==> config.mk <==
export PLATFORM = sky130hd
export DESIGN_NAME = sync_fifo_mc
export DESIGN_NICKNAME = d
export VERILOG_FILES = /design/src/rtl/sync_fifo_mc.sv
export SDC_FILE = /design/constraint.sdc
export NUM_CORES = 1
export LEC_CHECK = 0
export BUFFER_PORTS_ARGS = -buffer_cell sky130_fd_sc_hd__buf_2
export CAP_MARGIN = 20
export CORE_MARGIN = 2
export CORE_UTILIZATION = 40
export DETAILED_ROUTE_END_ITERATION = 6
export PLACE_DENSITY_LB_ADDON = 0.05
export SYNTH_ARGS = -nofsm -noshare
export SYNTH_HDL_FRONTEND = slang
export SYNTH_SLANG_ARGS = --single-unit
==> constraint.sdc <==
create_clock -name clk -period 3.4 [get_ports clk]
set_input_delay 0.17 -clock clk [delete_from_list [all_inputs] [get_ports clk]]
set_output_delay 0.17 -clock clk [all_outputs]
set_load 0.05 [all_outputs]
==> src/rtl/sync_fifo_mc.sv <==
// Single-clock multi-channel FIFO. NCH independent queues of 2**ASIZE words
// share one storage array; channel c word i lives at address {c,i}.
// Per-channel flags and levels are registered from the next-state level.
// FALLTHROUGH="TRUE" presents the selected channel's head word combinationally;
// "FALSE" registers the popped word and pulses rvalid for one cycle.

module sync_fifo_mc #(
    parameter int DSIZE       = 8,
    parameter int ASIZE       = 4,
    parameter int NCH         = 4,
    parameter     FALLTHROUGH = "TRUE",
    parameter int AWFULL_GAP  = 1,
    parameter int AREMPTY_GAP = 1,
    localparam int CW         = (NCH > 1) ? $clog2(NCH) : 1
) (
    input  logic                     clk,
    input  logic                     rst,
    input  logic                     winc,
    input  logic [CW-1:0]            wch,
    input  logic [DSIZE-1:0]         wdata,
    input  logic                     rinc,
    input  logic [CW-1:0]            rch,
    output logic [DSIZE-1:0]         rdata,
    output logic                     rvalid,
    output logic [NCH-1:0]           wfull,
    output logic [NCH-1:0]           awfull,
    output logic [NCH-1:0]           rempty,
    output logic [NCH-1:0]           arempty,
    output logic [NCH*(ASIZE+1)-1:0] level,
    output logic                     wovf,
    output logic                     rudf
);

    localparam int DEPTH = 1 << ASIZE;
    localparam int LW    = ASIZE + 1;
    localparam int MW    = CW + ASIZE;
    localparam bit FWFT  = (FALLTHROUGH == "TRUE");

    localparam logic [CW:0]    NCH_L   = (CW+1)'(NCH);
    localparam logic [LW-1:0]  DEPTH_L = LW'(DEPTH);
    localparam logic [LW-1:0]  AF_L    = LW'(DEPTH - AWFULL_GAP);
    localparam logic [LW-1:0]  AE_L    = LW'(AREMPTY_GAP);

    logic [DSIZE-1:0] mem [NCH*DEPTH];

    logic [ASIZE-1:0] wptr    [NCH];
    logic [ASIZE-1:0] rptr    [NCH];
    logic [LW-1:0]    lvl     [NCH];
    logic [LW-1:0]    lvl_nxt [NCH];

    logic          wch_ok;
    logic          rch_ok;
    logic          w_acc;
    logic          r_acc;
    logic [MW-1:0] waddr;
    logic [MW-1:0] raddr;

    // Channel selects beyond NCH (non-power-of-2 channel counts) never hit a queue.
    assign wch_ok = ({1'b0, wch} < NCH_L);
    assign rch_ok = ({1'b0, rch} < NCH_L);

    // Accept decisions use only pre-edge flags, so a full channel rejects a write
    // even while it is being read, and an empty one rejects a read while written.
    assign w_acc = winc && wch_ok && !wfull[wch];
    assign r_acc = rinc && rch_ok && !rempty[rch];

    assign waddr = {wch, wptr[wch]};
    assign raddr = {rch, rptr[rch]};

    // Next-state occupancy: a same-channel push and pop cancel out.
    always_comb begin
        for (int c = 0; c < NCH; c++) begin
            lvl_nxt[c] = lvl[c];
            if (w_acc && (wch == CW'(c)) && !(r_acc && (rch == CW'(c))))
                lvl_nxt[c] = lvl[c] + LW'(1);
            else if (r_acc && (rch == CW'(c)) && !(w_acc && (wch == CW'(c))))
                lvl_nxt[c] = lvl[c] - LW'(1);
        end
    end

    // Pointers, levels, flags and error pulses.
    always_ff @(posedge clk or posedge rst) begin
        if (rst) begin
            for (int c = 0; c < NCH; c++) begin
                wptr[c] <= '0;
                rptr[c] <= '0;
                lvl[c]  <= '0;
            end
            wfull   <= '0;
            awfull  <= '0;
            rempty  <= '1;
            arempty <= '1;
            wovf    <= 1'b0;
            rudf    <= 1'b0;
        end else begin
            if (w_acc)
                wptr[wch] <= wptr[wch] + ASIZE'(1);
            if (r_acc)
                rptr[rch] <= rptr[rch] + ASIZE'(1);
            for (int c = 0; c < NCH; c++) begin
                lvl[c]     <= lvl_nxt[c];
                wfull[c]   <= (lvl_nxt[c] == DEPTH_L);
                awfull[c]  <= (lvl_nxt[c] >= AF_L);
                rempty[c]  <= (lvl_nxt[c] == '0);
                arempty[c] <= (lvl_nxt[c] <= AE_L);
            end
            wovf <= winc && !w_acc;
            rudf <= rinc && !r_acc;
        end
    end

    // Shared storage; contents survive reset, only the pointers are cleared.
    always_ff @(posedge clk) begin
        if (w_acc)
            mem[waddr] <= wdata;
    end

    genvar g;
    for (g = 0; g < NCH; g++) begin : g_lvl
        assign level[g*LW +: LW] = lvl[g];
    end

    if (FWFT) begin : g_fwft
        // Head word of the selected channel, visible one edge after it was written.
        assign rdata  = mem[raddr];
        assign rvalid = rch_ok && !rempty[rch];
    end else begin : g_reg
        logic [DSIZE-1:0] rdata_q;
        logic             rvalid_q;

        // Popped word is captured at the accepting edge and held until the next pop.
        always_ff @(posedge clk or posedge rst) begin
            if (rst) begin
                rdata_q  <= '0;
                rvalid_q <= 1'b0;
            end else begin
                rvalid_q <= r_acc;
                if (r_acc)
                    rdata_q <= mem[raddr];
            end
        end

        assign rdata  = rdata_q;
        assign rvalid = rvalid_q;
    end

endmodule

==> impl_metrics.tcl <==
set metrics [dict create \
    slew_viol_final 0 \
    dr.pass1.iters 5 \
    gp_congestion 0.782 \
    postSynthCellCount 1521 \
    synth_top_flop_cell "edfxtp_1" \
    worstPathArrival_ns 3.39 \
    rsz0062_at_grt "true" \
    finalSetupViolations 8 \
    multiInputGateArea_um2 6480 \
    core_um2 58000 \
    slew_headroom 0.263 \
    antenna_found_initial 0 \
    pre_cts_slack_ns -0.148 \
    path_clk_slew_ns 0.06 \
    grt_max_degree 79 \
    grt_pass1_wl_um 94300 \
    hold_class "in2reg" \
    insertedDiodeCount 0 \
    worstMarginPinSlew_ns 1.10 \
    drive_above_1_share 0.265 \
    netlist_area_um2 23600 \
    use_met3 0.0376 \
    timing.final.ws_setup_ns -0.165 \
    insertion_delay_ns 0.59 \
    finalHoldViolCount 0 \
    grt_use_met2 0.346 \
    wl_per_cell_um 24.8 \
    use_met1 0.301 \
    fmax_mhz 281 \
    violations "setup timing" \
    area_growth_syn_to_layout_pct 22.4 \
    antenna_left 0 \
    grt.busiest_layer "met2" \
    cts_sinks 582 \
    mostFrequentLayoutCells "512 x edfxtp_1, 191 x nand2_1, 158 x buf_4" \
    global_route.usage.total 0.214 \
    via_count 13777 \
    wl_um 63700 \
    fin_crit_sh 1.05 \
    final_common_cell "edfxtp_1" \
    cp_max_fo 8 \
    drt_iter0_markers 1101 \
    die_w_um 247 \
    num_rows 88 \
    syn_avg_cell_area_um2 15.5 \
    cts_made_buffers 67 \
    ys_ff_latch 582 \
    critPathLaunchType "flop" \
    htree_levels 3 \
    clockRootBuffer "clkbuf_16" \
    fin_cells 2566 \
    irDropWorstVdd_v 0.000883 \
    synth_edf_count 512 \
    timing.final.crit_period_ns 3.56 \
    nFillCells 4964 \
    synth_nets 1547 \
    placed_cells_incl_taps 2425 \
    dieArea_um2 60900 \
    cp.required_ns 3.23 \
    clockBufferDepth 3 \
    critical_path_class "reg2out" \
    initial_core_util 0.406 \
    cap_viol_max_count 0 \
    via_per_inst 5.37 \
    leakage_nw 10.3 \
    yosysUniqueCellTypes 64 \
    final_nets 1780 \
    async_flop_share 0.120 \
    place.port_buffers 62 \
    drc 0 \
    grt_overflow 0 \
    fin_skew_ns 0.0182 \
    cts_tree "done" \
    power.density_nw_per_um2 872 \
    endpoint_kind "primary output" \
    die_h_um 247 \
    ff_latch_area_um2 17100 \
    grt_pass1_vias 14285 \
    outcome "finished, violations left" \
    dpl.hpwl_um 40900 \
    synth_seq_area_share 0.727 \
    io_pins 63 \
    ys_warn_count 0 \
]
[repair_timing]
| item | in CTS | in global routing |
|---|---|---|
| buffers inserted | 10 | 10 |
| resized for setup | 117 | 23 |
| hold buffers | 3 | 0 |
| setup endpoints to repair | 8 | 8 |
| pin swaps | 34 | 22 |
| cloned | 3 | 0 |
| endpoints found under the hold margin | 28 | 0 |
[report_power, final]
part | internal [mW] | switching (mW)
clock | 3.96 | 2.76
combinational | 3.80 | 5.98
sequential | 8.34 | 0.333
[metal layers]
layer / routed length [µm] / vias to the layer above / share of wire
li1: - / 6307 / -
met1: 29000 / 7062 / 0.46
met2: 30500 / 317 / 0.48
met3: 2870 / 91 / 0.045
met4: 1300 / 0 / 0.020
met5: 0 / - / 0
[synth_stat cells (15+ instances only)]
cell       count  share of area
mux4_2        38          0.036
a31oi_1       31         0.0082
o211ai_1      33          0.011
buf_2         31         0.0066
o21ai_0       16         0.0034
a22oi_1       19         0.0061
mux2i_1      129          0.055
o22ai_1       15         0.0040
nand3_1       19         0.0040
a2111oi_0     15         0.0056
a21oi_1       43         0.0091
edfxtp_1     512           0.65
nor2b_1       23         0.0061
dfrtp_1       62          0.066
nand2_1      191          0.030
nor2_1        96          0.015
a211oi_1      28         0.0089
clkbuf_1      42         0.0067
inv_1         20         0.0032
[registers in the layout (all words and copies together), names as in the netlist]
name     cells
arempty      4
rptr        16
wovf         1
wfull        4
wptr        16
rudf         1
awfull       4
level       20
mem        512
rempty       4
[final cells by class]
cell class	instances	area share
Tap cell	765	0.0332
Multi-Input combinational cell	829	0.225
Clock inverter	29	0.00642
Clock buffer	87	0.0640
Inverter	22	0.00373
Timing Repair Buffer	252	0.0743
Sequential cell	582	0.594
[worst max-delay path: stages (launching register included)]
cell and delay, ns:
dfrtp_1 0.37, mux4_2 0.58, buf_12 0.18, buf_6 0.11, nor2b_4 0.16, buf_12 0.16
a22oi_2 0.12, o211ai_1 0.25, a22o_4 0.34, a221oi_4 0.23, buf_4 0.17, buf_12 0.12
[path summary, 6_finish.rpt]
path	start	to	slack [ns]	depth (start not counted)
min	wdata[0]	mem[32][0]	0.09	1
min in group asynchronous	rst	level[8]	0.17	3
max in group asynchronous	rst	wptr[7]	2.24	4
max reg2reg	wptr[2]	mem[27][2]	0.74	4
min reg2reg	wptr[1]	wptr[1]	0.47	2
max	rptr[2]	rdata[7]	-0.16	11
[kinds of logic after synthesis]
group	synth area share
AO/OA/AOI/OAI	0.0689
XOR/XNOR	0.00706
adder cells (fa/ha/maj)	0.00573
buffers and inverters	0.0220
flip-flops	0.727
multiplexers	0.0973
AND/OR/NAND/NOR	0.0721
[through the flow]
step	TNS, ns	total power [mW]	utilization	cell area (µm²)	hold WS, ns
global route	-1.70	26.3	0.497	28900	0.0990
CTS	-1.31	25.2	0.494	28700	0.0796
global placement	-0.179	17.5	0.446	25900	0.247
detailed placement	-0.194	17.5	0.446	25900	0.247
finish	-0.931	25.2	0.497	28900	0.0911
floorplan	0	14.1	-	23600	0.269
Note: power is estimated with default switching activity, not from simulation.
